==> config.mk <==
export PLATFORM = sky130hd
export DESIGN_NAME = cache_arbiter
export DESIGN_NICKNAME = d
export VERILOG_FILES = /design/src/rtl/rv32i_types.sv /design/src/rtl/cache_arb_pick.sv /design/src/rtl/cache_arbiter.sv
export SDC_FILE = /design/constraint.sdc
export NUM_CORES = 1
export LEC_CHECK = 0
export ABC_AREA = 1
export CAP_MARGIN = 5
export CORE_AREA = 2 2 533 535
export CTS_BUF_LIST = sky130_fd_sc_hd__clkbuf_16
export DETAILED_ROUTE_END_ITERATION = 7
export DIE_AREA = 0 0 535 537
export PLACE_DENSITY = 0.3
export SLEW_MARGIN = 20
export SYNTH_ARGS = -nofsm -noshare
export SYNTH_HDL_FRONTEND = slang
export SYNTH_SLANG_ARGS = --single-unit
==> constraint.sdc <==
create_clock -name clk -period 1.5 [get_ports clk]
set_input_delay 0.3 -clock clk [delete_from_list [all_inputs] [get_ports clk]]
set_output_delay 0.3 -clock clk [all_outputs]
set_load 0.02 [all_outputs]
==> src/rtl/rv32i_types.sv <==
// ----------------------------------------------------------------------------
// rv32i_types
//   Shared type definitions for the memory-side arbitration logic.
//   arb_state_t : state encoding of the cache arbiter FSM. The same type is
//                 used by the grant picker to name the side it selects
//                 (SERVE_I / SERVE_D, or IDLE when nobody is requesting).
// ----------------------------------------------------------------------------
package rv32i_types;

    typedef enum logic [1:0] {
        IDLE    = 2'd0,
        SERVE_I = 2'd1,
        SERVE_D = 2'd2,
        RELEASE = 2'd3
    } arb_state_t;

endpackage

==> src/rtl/cache_arb_pick.sv <==
// ----------------------------------------------------------------------------
// cache_arb_pick
//   Combinational grant selection for the cache arbiter.
//   Ports:
//     i_req  in  1            I-cache wants a line
//     d_req  in  1            D-cache wants a line (read or writeback)
//     prio   in  1            tie-break: 0 -> D wins, 1 -> I wins
//     grant  out arb_state_t  SERVE_I, SERVE_D, or IDLE when nothing pending
// ----------------------------------------------------------------------------
module cache_arb_pick
    import rv32i_types::*;
(
    input  logic       i_req,
    input  logic       d_req,
    input  logic       prio,
    output arb_state_t grant
);

    // The tie-break flag only matters when both sides request together.
    always_comb begin
        grant = IDLE;
        if (i_req && d_req) begin
            grant = prio ? SERVE_I : SERVE_D;
        end else if (d_req) begin
            grant = SERVE_D;
        end else if (i_req) begin
            grant = SERVE_I;
        end
    end

endmodule

==> src/rtl/cache_arbiter.sv <==
// ----------------------------------------------------------------------------
// cache_arbiter
//   Shares the single cacheline-adaptor port between the I-cache miss path and
//   the D-cache miss/writeback path. One whole-line transfer outstanding at a
//   time; each completed transfer is followed by one RELEASE cycle so a
//   requester whose request is still high when it sees its resp is not served
//   a second time.
//
//   Configuration macro:
//     CACHE_ARB_RR_EN  defined   -> on simultaneous requests the side not
//                                   served last wins (1-bit priority flag).
//                      undefined -> fixed D-over-I priority.
//
//   Ports:
//     clk        in   1       clock
//     rst        in   1       asynchronous, active-low reset
//     i_read     in   1       I-cache line read request
//     i_addr     in   ADDR_W  I-cache line address
//     i_rdata    out  LINE_W  line returned to I-cache (broadcast of mem_rdata)
//     i_resp     out  1       completion pulse to I-cache
//     d_read     in   1       D-cache line read request
//     d_write    in   1       D-cache line writeback request
//     d_addr     in   ADDR_W  D-cache line address
//     d_wdata    in   LINE_W  writeback line
//     d_rdata    out  LINE_W  line returned to D-cache (broadcast of mem_rdata)
//     d_resp     out  1       completion pulse to D-cache
//     mem_read   out  1       read command to adaptor
//     mem_write  out  1       write command to adaptor
//     mem_addr   out  ADDR_W  address to adaptor
//     mem_wdata  out  LINE_W  write line to adaptor
//     mem_rdata  in   LINE_W  read line from adaptor
//     mem_resp   in   1       adaptor completion pulse
//     busy       out  1       high whenever the FSM is not IDLE
// ----------------------------------------------------------------------------
module cache_arbiter
    import rv32i_types::*;
#(
    parameter int LINE_W = 256,
    parameter int ADDR_W = 32
) (
    input  logic              clk,
    input  logic              rst,
    input  logic              i_read,
    input  logic [ADDR_W-1:0] i_addr,
    output logic [LINE_W-1:0] i_rdata,
    output logic              i_resp,
    input  logic              d_read,
    input  logic              d_write,
    input  logic [ADDR_W-1:0] d_addr,
    input  logic [LINE_W-1:0] d_wdata,
    output logic [LINE_W-1:0] d_rdata,
    output logic              d_resp,
    output logic              mem_read,
    output logic              mem_write,
    output logic [ADDR_W-1:0] mem_addr,
    output logic [LINE_W-1:0] mem_wdata,
    input  logic [LINE_W-1:0] mem_rdata,
    input  logic              mem_resp,
    output logic              busy
);

    arb_state_t state_q;
    arb_state_t state_d;
    arb_state_t pick_grant;
    logic       prio;

    // Both caches see the adaptor data; each qualifies it with its own resp.
    assign i_rdata = mem_rdata;
    assign d_rdata = mem_rdata;
    assign busy    = (state_q != IDLE);

`ifdef CACHE_ARB_RR_EN
    logic prio_q;
    logic prio_d;

    // The flag points away from whichever side just completed, so on the
    // next tie the other side is served.
    always_comb begin
        prio_d = prio_q;
        if (mem_resp && state_q == SERVE_D) begin
            prio_d = 1'b1;
        end else if (mem_resp && state_q == SERVE_I) begin
            prio_d = 1'b0;
        end
    end

    always_ff @(posedge clk or negedge rst) begin
        if (!rst) begin
            prio_q <= 1'b0;
        end else begin
            prio_q <= prio_d;
        end
    end

    assign prio = prio_q;
`else
    // Fixed priority: a tie always goes to the D-cache.
    assign prio = 1'b0;
`endif

    cache_arb_pick u_pick (
        .i_req (i_read),
        .d_req (d_read | d_write),
        .prio  (prio),
        .grant (pick_grant)
    );

    always_ff @(posedge clk or negedge rst) begin
        if (!rst) begin
            state_q <= IDLE;
        end else begin
            state_q <= state_d;
        end
    end

    // Requests are only sampled in IDLE; RELEASE ignores the still-high
    // request of the side that just completed. mem_resp outside a SERVE
    // state has no effect.
    always_comb begin
        state_d = state_q;
        case (state_q)
            IDLE:    state_d = pick_grant;
            SERVE_I: if (mem_resp) state_d = RELEASE;
            SERVE_D: if (mem_resp) state_d = RELEASE;
            RELEASE: state_d = IDLE;
            default: state_d = IDLE;
        endcase
    end

    // Adaptor command is a Moore function of the state plus the held request
    // of the granted side. A writeback takes precedence over a read if the
    // D-cache illegally raises both.
    always_comb begin
        mem_read  = 1'b0;
        mem_write = 1'b0;
        mem_addr  = '0;
        mem_wdata = '0;
        i_resp    = 1'b0;
        d_resp    = 1'b0;
        case (state_q)
            SERVE_I: begin
                mem_read = 1'b1;
                mem_addr = i_addr;
                i_resp   = mem_resp;
            end
            SERVE_D: begin
                mem_read  = d_read & ~d_write;
                mem_write = d_write;
                mem_addr  = d_addr;
                mem_wdata = d_wdata;
                d_resp    = mem_resp;
            end
            default: ;
        endcase
    end

endmodule

# Word-level counts from Yosys, hierarchy flattened
# Cells that the tools add are included.
[classes]
reduce_logical = 4
eq_ne = 4
bitwise_logic = 3
n_mux = 11
[ops]
columns = ["cell", "count"]
rows = [
  ["256-bit two-way mux", 1],
  ["32-bit case mux with 2 select lines", 1],
  ["2-bit two-way mux", 3],
  ["2-bit case mux with 3 select lines", 1],
  ["2-bit == test, second input constant", 2],
  ["1-bit two-way mux", 4],
  ["2-bit by 1-bit == test with 1-bit output, second input constant", 1],
  ["2-bit zero test", 1],
  ["2-bit by 1-bit inequality test with 1-bit output, second input constant", 1],
  ["1-bit case mux with 2 select lines", 1],
  ["2-bit nonzero test", 1],
  ["2-bit OR reduction", 1],
  ["1-bit bitwise AND", 1],
  ["1-bit logical AND", 1],
  ["1-bit inverter", 1],
  ["1-bit bitwise OR", 1],
]
[totals]
regBits = 2
word_cells = 23
out_inout_bits = 805

# Logic depth before layout (Yosys ltp)
# Gate-level depths: netlist of run 1.
[logic_depth]
depth_word = 4
mapped_depth = 7
mapped_depth_nobuf = 7

# Cells and area by module
# A second synthesis of run 1 with hierarchy kept.
[hier_totals]
hier_cells = 1201
hier_area_um2 = 6769.0
[by_module_without_submodules]
columns = ["mod", "seq_area_each_um2", "instances", "cells_each", "area_each_um2"]
rows = [
  ["cache_arbiter", 50.0, 1, 1196, 6749.0],
  ["cache_arb_pick", 0.0, 1, 5, 20.0],
]

# Worst setup path after synthesis of run 1
# No wires, ideal clock.
[synth_path]
path_type = "reg2out"
startpoint = "reg state_q[1]"
endpoint = "out mem_addr[0]"
path_stages_with_launch = 6
t_required_ps = 1200
path_slack_ps = -119
path_buffers = 1
arrival_ps = 1319
path_cell_list = "dfrtp_1 inv_1 ha_1 inv_2 clkbuf_1 a21oi_1"
[synth_via]
elab_chain_len = 2
word_cells_on_any_way = 3
classes_between = "2 x eq/ne; 1 x mux"
[synth_lines]
columns = ["element", "line", "text"]
rows = [
  ["from (decl)", "cache_arbiter.sv:62", "arb_state_t state_q;"],
  ["from (signal assigned)", "cache_arbiter.sv:112", "state_q <= state_d;"],
  ["2-bit == test / 2-bit by 1-bit == test with 1-bit output (equally long branches)", "cache_arbiter.sv:140", "case (state_q)"],
  ["32-bit case mux with 2 select lines *", "cache_arbiter.sv:140", ""],
  ["to (decl)", "cache_arbiter.sv:55", "output logic [ADDR_W-1:0] mem_addr,"],
]
# Mark *: on every way between the ends. The rest lies on a longest branch, timed or not.

# Worst setup path in the final report of run 1
[layout_path]
startpoint = "reg state_q[0]"
endpoint = "out mem_wdata[126]"
[layout_via]
elab_chain_len = 2
[layout_lines]
columns = ["element", "line", "text"]
rows = [
  ["2-bit == test", "cache_arbiter.sv:140", ""],
  ["256-bit two-way mux", "cache_arbiter.sv:140", ""],
  ["to (decl)", "cache_arbiter.sv:56", "output logic [LINE_W-1:0] mem_wdata,"],
]
# No other way between the ends.

==> flow_summary.toml, run 1 <==
[run_status]
run_status = "finished, violations left"
violations = "setup timing"

[route]
vias = 8858
ant_nets = 0
drtIter0Drc = 346
wl_per_cell_um = 40.43
viasPerCell = 1.723
dr.pass1.iters = 5
drc = 0
routed_wl_um = 207800

[global_routing]
grt_pass1_vias = 8574
grt_pass1_wl_um = 223900
grt_usage = 0.1364
grt_max_degree = 26
antenna_found_initial = 182
overflow = 0

[clocking]
clock_latency_ps = 220
cts_tree = "yes"
ctsHtreeMaxLevel = 1
clockBufferDepth = 2
cts_root_buf = "clkbuf_16"
clk_pin_slew_ps = 30
numCtsBuffers = 3
cts.sinks = 2

[floorplan]
io-pin-count = 1387
core_um2 = 281300
die_x_um = 535
dieArea_um2 = 287300
die_h_um = 537
start_util = 0.02389
std_cell_rows = 195

[setup_path]
path_class = "register to output pin"
reg2reg_slack_ps = -180
cp-end-kind = "output pin"
r2r-start = "state_q[0]"
crit_arrival_ps = 1830
start_kind = "register"
required_ps = 1200
reg2regPathDepth = 11
r2r_end = "state_q[0]"
cp_max_fo = 5

[placement]
dp_slack_ps = -691.0
place_inst = 5036
place_hpwl_um = 194900
port_buffers = 618
place_congestion = 0.7614
dpl-instance-area_um2 = 16070

[hold_path]
hp-class = "input pin to asynchronous set/reset pin"

[final_layout]
final-instance-count-excl-fill = 5140
drive_gt1_frac = 0.6553
synthToLayoutAreaGrowth_pct = 192.0
seq_area_um2 = 50.05
stdcell_area_um2 = 19630
largest_reg_flops = 2
final_cell_mix = "clkdlybuf4s50_1 (325), buf_12 (244), inv_2 (168)"
regMostFlops = "state_q"
multi_input_area_um2 = 3087
postLayoutCoreUtil = 0.06977
nets = 1972
fill_cells = 32890
reg_top3 = "state_q x2"
final_common_cell = "clkdlybuf4s50_1"

[timing]
drv_slew = 0
finalHoldViolCount = 0
post-route-period-util = 1.419
fin_skew_ps = 1.368
max_freq_mhz = 469.9
worstMarginPinSlew_ps = 398.1
maxSlewHeadroom = 0.7337
fin_setup_tns_ps = -154490
rsz0062_at_grt = "true"
fin_ws_ps = -628.2
min_period_ps = 2128
setup_viol = 294

[logic_synthesis]
synth.avg_cell_area_um2 = 5.642
yosysUniqueCellTypes = 14
ys.warnings.count = 0
synth_cells = 1191
synth_nets = 1777
synth-seq-cells = 2
mappedNetlistArea_um2 = 6720
yosysSeqAreaShare = 0.007447

[run]
drv_cap = 0

[power_and_ir_drop]
p_leak_nw = 8.018
power_density_nw_per_um2 = 1758
ir_drop_mv = 1.036
## power by group
group / switching, mW / internal (mW) / leakage, nW / total (mW)
Clock: 0.0529 / 0.338 / 0.0371 / 0.391
Combinational: 17.6 / 16.4 / 7.96 / 34.0
Sequential: 0.0219 / 0.0829 / 0.0247 / 0.105
## Yosys cell counts
cell      number  share of area
buf_4        517           0.58
nand2_1      332           0.19
inv_1        264           0.15
a21oi_1       33          0.025
buf_6         23          0.039
buf_2          9         0.0067
ha_1           4         0.0074
clkbuf_1       2         0.0011
dfrtp_1        2         0.0074
inv_2          1        0.00056
nand3_1        1        0.00074
nand3b_1       1         0.0011
nor2_1         1        0.00056
o21ai_0        1        0.00074
## per-stage QoR
| stage | power (mW) | hold slack [ps] |
|---|---|---|
| 6_report | 34.50 | 251.9 |
| 5_1_grt | 36.12 | 261.1 |
| 4_1_cts | 30.28 | 254.2 |
| 3_5_place_dp | 24.78 | 482.4 |
| 3_3_place_gp | 24.75 | 492.7 |
| 2_1_floorplan | 10.28 | 4.409 |
## what timing repair did
| item | CTS | global route |
|---|---|---|
| hold buffers | 0 | 0 |
| pin swaps | 11 | 29 |
| hold endpoints to repair | 0 | 0 |
| gates resized for setup | 507 | 441 |
| cloned | 20 | 18 |
| setup endpoints to repair | 293 | 295 |
| setup buffers | 33 | 27 |
## worst max-delay path: stages, from the launching register on
cell and delay, ps:
dfrtp_1 380, inv_2 80, buf_6 90, ha_4 200, buf_12 180, clkbuf_16 200
buf_12 150, nand2_2 50, inv_2 80, buf_12 150
## worst max path at each step
| stage | end | from |
|---|---|---|
| after floorplan | mem_addr[19] | state_q[1] |
| after global placement | mem_wdata[186] | state_q[0] |
| after detailed placement | mem_wdata[175] | state_q[0] |
| after CTS | mem_wdata[143] | state_q[0] |
| after global routing | mem_wdata[101] | state_q[0] |
| final | mem_wdata[126] | state_q[0] |
## metal layers
metal  routed length, um  up-vias  part of all wire  track usage
li1                    -     3219                 -            -
met2               92620     1488              0.45       0.2197
met1               48060     3606              0.23      0.09204
met5                 299        -            0.0014            0
met4                6315       46             0.030      0.02722
met3               60520      499              0.29       0.1844
## cells by family after synthesis
logic type	Yosys count	share of synthesized area
compound gates	34	0.02532
fa+ha+maj	4	0.007448
buf+inv	816	0.7719
flops	2	0.007448
simple gates	335	0.1879
## cell type report
type	instances	area share
Clock buffer	3	0.003825
Tap cell	3743	0.2386
Antenna cell	13	0.001658
Inverter	265	0.06190
Sequential cell	2	0.002550
Timing Repair Buffer	741	0.5342
Multi-Input combinational cell	373	0.1573
No activity file was read; power rests on OpenSTA's default activity.
==> run 2, diff against run 1 <==
- CAP_MARGIN: 5 -> 40
- CORE_AREA: 2 2 533 535 -> 2 2 538 540
- DIE_AREA: 0 0 535 537 -> 0 0 540 542
- clock period: 1.5 -> 2.7 ns (I/O delays scaled with it)
==> run 2 against run 1 <==
The run now ends clean. Setup slack improved by 680 ps. Via count decreased by 5.8%. Sequential share of layout area increased by 0.061 points. First-iteration DRC count increased by 42%. Combinational power decreased by 63%. Hold slack improved by 230 ps. Wire length decreased by 3.5%. Critical path depth decreased by 3. Final cell count decreased by 1.2%.
==> flow_summary.toml, run 2 (synthesis results as in run 1) <==
[run_status]
run_status = "completed"

[setup_path]
crit_chain = "inv_1 -> ha_4 -> buf_12 -> nand2_1 -> inv_1 -> clkdlybuf4s50_1"
critPathMostFrequentCell = "inv_1"
critPathTopFamily = "buffers and inverters"
path_buf_inv = 4
cp_max_fo = 36
start_kind = "register"
slowest_stage = "clkdlybuf4s50_1"
crit_arrival_ps = 2110
cp-end-kind = "output pin"
reg2reg_slack_ps = 860
path_class = "register to output pin"
slowest_delay_ps = 600
required_ps = 2160

[final_layout]
stdcell_area_um2 = 15810
regMostFlops = "state_q"
nets = 1875
synthToLayoutAreaGrowth_pct = 135.3
final_common_cell = "clkdlybuf4s50_1"
largest_reg_flops = 2
reg_top3 = "state_q x2"
final_cell_mix = "clkdlybuf4s50_1 (376), nand2_1 (332), inv_1 (264)"
postLayoutCoreUtil = 0.05512
drive_gt1_frac = 0.2145

[floorplan]
io-pin-count = 1387
die_x_um = 540
dieArea_um2 = 292700
start_util = 0.02342
std_cell_rows = 197
core_um2 = 286900
die_h_um = 542

[global_routing]
overflow = 0
grt_max_degree = 48
grt_pass1_vias = 8013
antenna_found_initial = 175
grt_pass1_wl_um = 220600
grt_usage = 0.1318

[route]
viasPerCell = 1.642
drtIter0Drc = 492
drc = 0
wl_per_cell_um = 39.49
ant_nets = 0
vias = 8341
routed_wl_um = 200600
dr.pass1.iters = 5

[clocking]
ctsHtreeMaxLevel = 1
cts_tree = "yes"
cts.sinks = 2
cts_root_buf = "clkbuf_16"
clock_latency_ps = 230
clk_pin_slew_ps = 30
clockBufferDepth = 2
postCtsResizedCells = 2
hold_buffers = 0
cts_setup_buffers = 0
numCtsBuffers = 3

[timing]
maxSlewHeadroom = 0.7033
finalHoldViolCount = 0
drv_slew = 0
post-route-period-util = 0.9804
setup_viol = 0
worstMarginPinSlew_ps = 445.1
max_freq_mhz = 377.8
fin_skew_ps = 1.907
min_period_ps = 2647
rsz0062_at_grt = "true"

[power_and_ir_drop]
ir_drop_mv = 0.3954
total_power_mw = 12.79
power_density_nw_per_um2 = 808.6
p_leak_nw = 6.479

[placement]
port_buffers = 618
place_hpwl_um = 196300
dpl-instance-area_um2 = 15680
place_congestion = 0.8148

[hold_path]
hp-class = "input pin to asynchronous set/reset pin"

[run]
drv_cap = 0
-- run 2: layer usage --
metal / part of all wire / global-route usage / vias to the layer above
li1: - / - / 3002
met1: 0.21 / 0.08016 / 3284
met2: 0.45 / 0.2164 / 1495
met3: 0.30 / 0.1837 / 498
met4: 0.036 / 0.03131 / 62
met5: 0.0027 / 0.003123 / -
-- run 2: area by class of cell --
| type | instances | area, um2 |
|---|---|---|
| Timing Repair Buffer | 644 | 8419 |
| Inverter | 265 | 994.7 |
| Clock buffer | 3 | 75.07 |
| Fill cell | 34015 | 271100 |
| Tap cell | 3781 | 4731 |
| Multi-Input combinational cell | 373 | 1516 |
| Antenna cell | 11 | 27.53 |
| Sequential cell | 2 | 50.05 |
-- run 2: report_power, final --
| part | internal [mW] | total [mW] | switching [mW] |
|---|---|---|---|
| combinational | 5.37 | 12.5 | 7.12 |
| sequential | 0.0460 | 0.0642 | 0.0183 |
| clock | 0.188 | 0.225 | 0.0361 |
| total | 5.61 | 12.8 | 7.18 |
-- run 2: path summary, 6_finish.rpt --
path | start | end | cells past startpoint
max | state_q[0] | mem_wdata[199] | 6
min | rst | state_q[0] | 1
max reg2reg | state_q[0] | state_q[0] | 8
min reg2reg | state_q[0] | state_q[0] | 2
max in group asynchronous | rst | state_q[1] | 1
min in group clk | state_q[0] | state_q[0] | 2
-- run 2: metrics by stage --
step / worst slack, ps / hold slack (ps) / TNS [ps] / instances
floorplan: 840.6 / 244.4 / 0 / 1191
global placement: 100.3 / 498.5 / 0 / 5065
detailed placement: 77.62 / 530.3 / 0 / 5065
CTS: 2.650 / 488.1 / 0 / 5068
global route: -52.24 / 488.1 / -731.2 / 5070
finish: 53.05 / 483.1 / 0 / 5079
-- run 2: worst register-to-register path, stage by stage (launching register included) --
cell and delay, ps:
dfrtp_1 390, inv_1 150, ha_1 280, inv_2 340
buf_4 250, nor2_1 80, inv_1 90, nand3_1 90
nand2_1 90
==> run 3, diff against run 2 <==
- clock period: 2.7 -> 3.15 ns (I/O delays scaled with it)
==> run 3 against run 2 <==
Clock skew shrank 1.4 ps. Register-to-register slack better by 460 ps. Final cell count about the same. Largest cell class unchanged.
==> flow_summary.toml, run 3 (synthesis results as in run 1) <==
[clocking]
cts_root_buf = "clkbuf_16"
clk_pin_slew_ps = 30
cts_setup_buffers = 0
ctsHtreeMaxLevel = 1
numCtsBuffers = 3
cts_tree = "yes"
clock_latency_ps = 230
cts.sinks = 2
clockBufferDepth = 2

[final_layout]
final_common_cell = "clkdlybuf4s50_1"
postLayoutCoreUtil = 0.05030
largest_reg_flops = 2
synthToLayoutAreaGrowth_pct = 114.7
fill_cells = 34147
drive_gt1_frac = 0.1897
reg_top3 = "state_q x2"
nets = 1869
regMostFlops = "state_q"
final_cell_mix = "clkdlybuf4s50_1 (402), nand2_1 (332), inv_1 (264)"

[setup_path]
start_kind = "register"
slowest_stage = "clkdlybuf4s50_1"
r2r_end = "state_q[0]"
path_class = "register to output pin"
required_ps = 2520
path_buf_inv = 3
slowest_delay_ps = 630
r2r-start = "state_q[1]"
cp_max_fo = 34
critPathTopFamily = "buffers and inverters"
reg2reg_slack_ps = 1320
cp.depth = 6
startpoint = "state_q[0]"
reg2regPathDepth = 8
cp-end-kind = "output pin"
cp-endpoint = "mem_addr[15]"
crit_chain = "inv_1 -> ha_4 -> buf_12 -> nand2_1 -> a21oi_1 -> clkdlybuf4s50_1"
crit_arrival_ps = 2340

[power_and_ir_drop]
ir_drop_mv = 0.3998
power_density_nw_per_um2 = 683.3
p_leak_nw = 6.023
total_power_mw = 9.860

[timing]
setup_viol = 0
fin_skew_ps = 0.5009
drv_slew = 0
max_freq_mhz = 336.4
fin_ws_ps = 177.7
maxSlewHeadroom = 0.6432
post-route-period-util = 0.9436
worstMarginPinSlew_ps = 535.2
fin_setup_tns_ps = 0
finalHoldViolCount = 0
rsz0062_at_grt = "false"
min_period_ps = 2972

[placement]
place_hpwl_um = 196300
port_buffers = 618
place_congestion = 0.8068
dp_slack_ps = 216.7

[route]
wl_per_cell_um = 39.53
dr.pass1.iters = 5
ant_nets = 0
viasPerCell = 1.616
drc = 0
vias = 8201
routed_wl_um = 200600
drtIter0Drc = 334

[global_routing]
grt_pass1_vias = 8062
grt_max_degree = 68
antenna_found_initial = 166
grt_pass1_wl_um = 220100
overflow = 0
grt_usage = 0.1317

[floorplan]
io-pin-count = 1387
start_util = 0.02342
die_x_um = 540
core_um2 = 286900
dieArea_um2 = 292700
std_cell_rows = 197
die_h_um = 542

[run_status]
run_status = "completed"

[hold_path]
hp-class = "register to register"

[run]
drv_cap = 0
## run 3: cell types whose count changed in the layout (fill, tap and decap cells not counted), moves of 2 or more
cell and change:
a21oi_1 +2, buf_12 -109, buf_4 +80, clkdlybuf4s50_1 +26
diode_2 +2
## run 3: worst min-delay path by stage
stage | startpoint | to | slack, ps | cells after the start
floorplan | rst | state_q[0] | 330 | 0
global placement | state_q[0] | state_q[0] | 500 | 2
detailed placement | state_q[0] | state_q[0] | 520 | 2
CTS | state_q[0] | state_q[0] | 530 | 2
global route | state_q[0] | state_q[0] | 560 | 2
finish | state_q[0] | state_q[0] | 520 | 2
## run 3: timing repair
action | CTS | global route
gates resized for setup | 1 | 0
endpoints found under the setup margin | 1 | 0
hold buffers | 0 | 0
## run 3: stage by stage
stage | hold WS (ps) | std cells | area (um2)
final | 524.6 | 5075 | 14430
after floorplan | 334.4 | 1191 | 6720
after global placement | 499.7 | 5059 | 14320
after CTS | 529.3 | 5062 | 14400
after global routing | 556.5 | 5067 | 14410
after detailed placement | 523.7 | 5059 | 14320
## run 3: power breakdown
part	switching (mW)	leakage, nW	internal, mW
logic	6.06	5.96	3.55
registers	0.0151	0.0247	0.0394
clock network	0.0358	0.0371	0.162
## run 3: cell type report
class	count	area (um2)	share of cell area
Timing Repair Buffer	638	7047	0.4883
Tap cell	3781	4731	0.3278
Multi-Input combinational cell	373	1501	0.1040
Inverter	265	994.7	0.06893
Clock buffer	3	75.07	0.005202
Sequential cell	2	50.05	0.003468
Antenna cell	13	32.53	0.002254
## run 3: worst min-delay path, stage by stage, from the launching register on
cell and delay, ps:
dfrtp_1 370, nand2_1 70, nand2_1 60
## run 3: routing by layer
| layer | part of all wire | GRT usage | up-vias | wire length [um] |
|---|---|---|---|---|
| met5 | 0.0021 | 0.001808 | - | 415 |
| met4 | 0.036 | 0.03355 | 52 | 7193 |
| li1 | - | - | 2996 | - |
| met1 | 0.21 | 0.08286 | 3224 | 43010 |
| met3 | 0.30 | 0.1796 | 486 | 60120 |
| met2 | 0.45 | 0.2149 | 1443 | 89900 |
